$ cat config.mk
export PLATFORM = sky130hd
export DESIGN_NAME = seg_scan_mux
export DESIGN_NICKNAME = d
export VERILOG_FILES = /design/src/rtl/seg_scan_mux.sv
export SDC_FILE = /design/constraint.sdc
export NUM_CORES = 1
export LEC_CHECK = 0
export CAP_MARGIN = 30
export CORE_ASPECT_RATIO = 1.25
export CORE_UTILIZATION = 40
export CTS_CLUSTER_SIZE = 16
export DETAILED_ROUTE_END_ITERATION = 6
export PLACE_DENSITY_LB_ADDON = 0.1
export SLEW_MARGIN = 20
export SYNTH_ARGS = -nofsm -noshare
export SYNTH_HDL_FRONTEND = slang
export SYNTH_SLANG_ARGS = --single-unit
$ cat constraint.sdc
create_clock -name clk -period 2.25 [get_ports clk]
set_input_delay 0.3375 -clock clk [delete_from_list [all_inputs] [get_ports clk]]
set_output_delay 0.3375 -clock clk [all_outputs]
set_load 0.03 [all_outputs]
$ cat src/rtl/seg_scan_mux.sv
// Six-digit 7-segment scan multiplexer. It snapshots all six patterns once per
// frame and blanks the display at the start of each digit slot.
module seg_scan_mux #(
  parameter int SCAN_DIV  = 50000,
  parameter int BLANK_CYC = 16
) (
  input  logic       clk,
  input  logic       reset,
  input  logic       en,
  input  logic [6:0] an0,
  input  logic [6:0] an1,
  input  logic [6:0] an2,
  input  logic [6:0] an3,
  input  logic [6:0] an4,
  input  logic [6:0] an5,
  output logic [6:0] seg_out,
  output logic [5:0] dig_en,
  output logic       frame_tick
);

  localparam int CNT_W = (SCAN_DIV > 1) ? $clog2(SCAN_DIV) : 1;
  localparam logic [CNT_W-1:0] CNT_LAST  = CNT_W'(SCAN_DIV - 1);
  localparam logic [CNT_W-1:0] CNT_BLANK = CNT_W'(BLANK_CYC);

  logic [CNT_W-1:0] cnt;
  logic [2:0]       idx;
  logic [6:0]       frame_buf [6];

  logic             frame_start;
  logic             blanking;
  logic [6:0]       seg_sel;
  logic [5:0]       dig_sel;

  assign frame_start = (cnt == '0) && (idx == 3'd0);
  assign blanking    = (cnt < CNT_BLANK);

  always_comb begin
    seg_sel = 7'h7F;
    dig_sel = 6'h3F;
    case (idx)
      3'd0: begin seg_sel = frame_buf[0]; dig_sel = 6'h3E; end
      3'd1: begin seg_sel = frame_buf[1]; dig_sel = 6'h3D; end
      3'd2: begin seg_sel = frame_buf[2]; dig_sel = 6'h3B; end
      3'd3: begin seg_sel = frame_buf[3]; dig_sel = 6'h37; end
      3'd4: begin seg_sel = frame_buf[4]; dig_sel = 6'h2F; end
      3'd5: begin seg_sel = frame_buf[5]; dig_sel = 6'h1F; end
      default: begin seg_sel = 7'h7F; dig_sel = 6'h3F; end
    endcase
  end

  always_ff @(posedge clk or negedge reset) begin
    if (!reset) begin
      cnt        <= '0;
      idx        <= 3'd0;
      for (int k = 0; k < 6; k++) frame_buf[k] <= 7'h7F;
      seg_out    <= 7'h7F;
      dig_en     <= 6'h3F;
      frame_tick <= 1'b0;
    end else if (en) begin
      // The snapshot lands inside blanking, so it never disturbs a lit digit.
      if (frame_start) begin
        frame_buf[0] <= an0;
        frame_buf[1] <= an1;
        frame_buf[2] <= an2;
        frame_buf[3] <= an3;
        frame_buf[4] <= an4;
        frame_buf[5] <= an5;
      end
      frame_tick <= frame_start;
      seg_out    <= blanking ? 7'h7F : seg_sel;
      dig_en     <= blanking ? 6'h3F : dig_sel;
      if (cnt == CNT_LAST) begin
        cnt <= '0;
        idx <= (idx == 3'd5) ? 3'd0 : idx + 3'd1;
      end else begin
        cnt <= cnt + 1'b1;
      end
    end else begin
      seg_out    <= 7'h7F;
      dig_en     <= 6'h3F;
      frame_tick <= 1'b0;
    end
  end

endmodule

# Word level (Yosys, flattened, before mapping)
# Index checks and enable logic that the tools add are counted.
# W data, S select, Z words.
# word_totals
out_inout_bits	14
in_bits	45
elab_cells	34
register_bits	75
# op_classes
muxes	9
reduce_logical	5
n_lt_le_gt_ge	1
add_sub_neg	2
eq_ne	6
# op_table
operator	count
$pmux W7 S6	1
$pmux W6 S6	1
$add A16 B1 Y16 const B	1
$eq A16 B16 Y1 const B	1
$logic_not A16 Y1	1
$lt A16 B5 Y1 const B	1
$mux W16	1
$mux W7	2
$mux W6	2
$eq A3 B2 Y1 const B	2
$eq A3 B3 Y1 const B	2
$reduce_and A2 Y1	2
$add A3 B1 Y3 const B	1
$eq A3 B1 Y1 const B	1
$logic_not A3 Y1	1
$mux W3	1
$logic_and A1 B1 Y1	1
$mux W1	1

# Logic depth before layout (Yosys ltp)
# logic_depth
depth_word	4
depth_mapped	7
mapped_depth_nobuf	5

# Worst setup path after synthesis
# No wires, ideal clock.
# synth_timing
kind	reg2reg
start	register cnt[11]
end	register frame_buf[0] (netlist bit)
slack_ns	0.218
t_required_ns	2.165
arrival_time_ns	1.948
stages_incl_launch_ff	7
synth_period_minus_slack_ns	2.032
path_buffers	2
setup_ns	0.085
path_cell_list	dfrtp_1 or4_4 nor4_1 and3_1 buf_4 buf_6 mux2_1
# synth_via
elab_chain_cells	3
# synth_rtl
element	line	rtl
start, declared	25	logic [CNT_W-1:0] cnt;
start signal, assigned	76	cnt <= cnt + 1'b1;
$logic_not A16 Y1	34	assign frame_start = (cnt == '0) && (idx == 3'd0);
$logic_and A1 B1 Y1	34	
$reduce_and A2 Y1 (no source line)	--	
end, declared	27	logic [6:0] frame_buf [6];
# Every way passes these cells.
# A chain may end at the register's enable or synchronous reset.

# Final worst setup path
# layout_timing
start	register cnt[10]
end	register frame_buf[29] (netlist bit)
# Same word-level chain as after synthesis.

==> results by stage <==
Timing:
- Between clock sinks in the finished design, the worst skew comes to 0.01509 ns.
- Setup repair after global routing left no endpoint under its margin.
- The slew of the pin with the lowest slew margin is 0.5812 ns.
- In this run the tightest slew margin relative to its limit is 61.11%.
- The clock period minus worst slack is 2.116 ns.
- The max-slew violation total from the final report was 0.
- The final-report hold violation count is 0.
- The final count of negative-setup-slack endpoints is 0.
- Derived from the worst setup path, the maximum achievable clock frequency is 472.5 MHz.
- Setup total negative slack on the finished layout was measured at 0 ns.
- The final worst-path cycle share is 94.05%.

Clocking:
- The TritonCTS clock tree is done.
- Clock-pin slew was measured on the worst setup and hold paths at 0.08 ns.
- Counting the buffers created by CTS gives 9.
- Post-CTS timing repair inserted 0 buffers for setup.
- The CTS H-tree depth is 3.
- CTS placed an instance of clkbuf_8 at the clock tree root.
- CTS saw 75 sinks.
- For this design, the CTS-stage hold fixing added 0 buffers.
- Post-CTS repair changed the size of 0 cells.
- The clock insertion delay at the later pin of the skew report is 0.36 ns.
- The clock passes through at most 2 buffers.

Floorplanning:
- For this design the top-level I/O count stands at 59.
- The floorplan step set the die width to 84.53 um.
- The die boundary height is 105.2 um.
- The initial standard-cell utilization of the core is 41.33%.
- The floorplan has 37 rows.
- The full die area is 0.008890 sq mm.
- The core region area is 0.008240 sq mm.

Logic synthesis:
- The post-synthesis async set-or-reset flop share is 100.0%.
- Synthesis produced 258 cells.
- The number of warnings printed during yosys synthesis is 0.
- After synthesis, the mean cell area works out to 13.20 sq um.
- Synthesis inferred 75 register bits.
- Of the synthesized area, sequential elements account for 57.13%.
- Among all flip-flop cells after synthesis, the most frequent one is dfstp_2.
- The netlist area before placement is 0.003406 sq mm.
- The number of synthesized flops with an enable pin is 0.
- Synthesis produced a netlist with a net count of 307.
- The count of cell types in the netlist is 43.

Global routing:
- Entering global routing, the biggest net connects 76 pins.
- The global router's overall resource usage is 17.00%.
- The number of antenna violations at the first check in global routing was 0.
- The number of global-route vias before repair is 2275.
- The first global-routing pass estimated 11470 um of wire.
- Global routing finished with a remaining overflow of 0.

Detailed routing:
- In this run the remaining antenna-violating nets after routing total 0.
- The post-detailed-route via-to-cell ratio is 5.352.
- The vias after detailed routing is 2296.
- The total DRC errors in the routed layout is 7.
- The wire length after detailed routing is 6915 um.
- Dividing the detail-routed wire length by the instance count gives 16.12 um.
- The first TritonRoute pass finished after 7 iterations.
- The violation count after the first detailed-route iteration is 114.

Worst setup path:
- The reg-to-reg startpoint is cnt[10].
- Data on the critical path is required at its endpoint by 2.53 ns.
- The nature of the critical path endpoint is a flip-flop.
- In this run the worst path has a maximum fanout of 36.
- The number of cell instances on the worst register-to-register path is 5.
- The worst setup path is of the reg -> reg kind.
- The data arrival time of the critical path is 2.40 ns.
- The worst-case register-to-register setup slack is 0.13 ns.
- The startpoint type of the worst setup path is a flip-flop.
- The endpoint identified for the worst register-to-register timing path is frame_buf[29].

Run status:
- The final reports fail on DRC.
- The flow ran to the end, but the final reports show violations.

Finish:
- The proportion of layout cells with a drive suffix above 1 is 28.61%.
- The count of non-filler cells in the finished layout is 429.
- Once layout is done, the placed cells without fillers occupy 0.004335 sq mm.
- The number of filler cells placed in the layout is 721.
- The final antenna diode count is 0.
- For this run, the post-layout net count is 376.
- From synthesis to final layout, the design area changed by 27.30%.

Placement:
- The number of placed instances with taps included is 413.
- Port buffering added 58 buffers.
- The half-perimeter wire length after placement is 4843 um.
- Routability-driven placement finished with a final weighted congestion of 0.7491.
- The cell area after placement is 0.004133 sq mm.

Job:
- The tool flagged a number of max-cap violations equal to 0.

Pwr:
- The power per cell area is 1026 mW/mm^2.
- For this design the static power due to leakage is 1.816 nW.
- IR analysis of the VDD net gives a maximum drop of 0.0004343 V.

Worst hold path:
- The worst hold path class is in -> async.
## state kept, by name, summed over array words and instances, names as in the netlist
name and count:
frame_tick 1, seg_out 7, frame_buf 42, dig_en 6
idx 3, cnt 16
## logic make-up after synthesis
logic type      after synthesis  synth area share [%]
flops                        75                 57.13
buf+inv                      19                 3.306
mux                          50                 17.41
compound gates               27                 6.062
xor+xnor                     12                 3.086
simple gates                 71                 11.54
fa+ha+maj                     4                 1.470
## synthesized netlist by cell type, types with 3 or more instances
| library cell | n | share of area [%] |
|---|---|---|
| ha_1 | 4 | 1.5 |
| and3_1 | 4 | 0.73 |
| dfrtp_1 | 20 | 15 |
| mux2_1 | 39 | 13 |
| o211ai_1 | 3 | 0.66 |
| nand4_1 | 3 | 0.55 |
| inv_1 | 7 | 0.77 |
| xor2_1 | 6 | 1.5 |
| nor4_1 | 6 | 1.1 |
| mux2i_1 | 3 | 0.88 |
| nand2_1 | 15 | 1.7 |
| buf_6 | 5 | 1.7 |
| o21ai_1 | 3 | 0.44 |
| a21oi_1 | 3 | 0.44 |
| nor3_1 | 6 | 0.88 |
| mux4_2 | 3 | 2.0 |
| xnor2_1 | 6 | 1.5 |
| clkbuf_1 | 6 | 0.66 |
| a222oi_1 | 4 | 1.2 |
| nand3_1 | 11 | 1.6 |
| nor2_1 | 11 | 1.2 |
| mux2_2 | 5 | 1.7 |
| nor2b_1 | 3 | 0.55 |
| dfstp_2 | 55 | 42 |
## cell usage in the layout, fill, tap and decap left out, types with 3 or more instances in the layout
master / n
mux2_1: 39
and3_1: 3
xor2_1: 6
nor2_1: 11
o211ai_1: 3
mux2i_1: 3
a222oi_1: 4
buf_4: 10
nor3_1: 6
nand2_1: 15
o21ai_1: 3
clkbuf_8: 9
inv_1: 7
clkdlybuf4s50_1: 57
nand3_1: 11
a21oi_1: 3
dfstp_2: 55
nor2b_1: 3
mux2_2: 5
nand4_1: 3
nor4_1: 6
dfrtp_1: 20
mux4_2: 3
xnor2_1: 6
ha_1: 4
## final cells by class
cell class              count  area (sq um)  area share, %
clock inverters             4         46.29          1.068
flip-flops and latches     75          1946          44.88
clock buffers              12         156.4          3.608
multi-input cells         164          1349          31.11
inverters                   7         26.28         0.6061
well taps                  97         121.4          2.799
repair buffers             70         690.7          15.93
## through the flow
step                      hold slack [ns]  setup WS [ns]  util, %  total power [mW]
after CTS                         0.02183         0.1312    52.61             4.497
after detailed placement           0.4021        0.09103    50.15             3.423
after global routing              0.03310        0.03208    52.61             4.691
after floorplan                   0.04191         0.2178        -             2.990
after global placement             0.4032         0.1110    50.15             3.382
final                            0.002573         0.1338    52.61             4.447
## critical path, stage by stage, from the launching register on
cell and delay, ns:
dfrtp_1 0.41, or4_4 0.54, nor4_1 0.25, and3_2 0.25
buf_12 0.22, mux2_2 0.36
## metal layers
metal	wire (um)	global-route usage (%)	part of all wire [%]	vias up
met5	0	0	0	-
met4	155	8.717	2.2	0
met3	273	3.002	3.9	11
met2	3328	26.25	48	61
met1	3157	22.93	46	1147
li1	-	-	-	1077
## worst max path at each step
stage	start	to	slack (ns)	cells past startpoint
5_1_grt	cnt[10]	frame_buf[38]	0.03	5
6_report	cnt[10]	frame_buf[29]	0.13	5
3_3_place_gp	en	frame_buf[29]	0.11	5
3_5_place_dp	en	frame_buf[30]	0.09	5
2_1_floorplan	cnt[11]	frame_buf[0]	0.22	6
4_1_cts	cnt[10]	frame_buf[29]	0.13	5
## power breakdown
group / switching [mW] / total (mW) / internal, mW
sequential: 0.255 / 2.35 / 2.09
combinational: 0.489 / 1.04 / 0.548
clock: 0.485 / 1.06 / 0.578
Note: power is estimated with default switching activity, not from simulation.
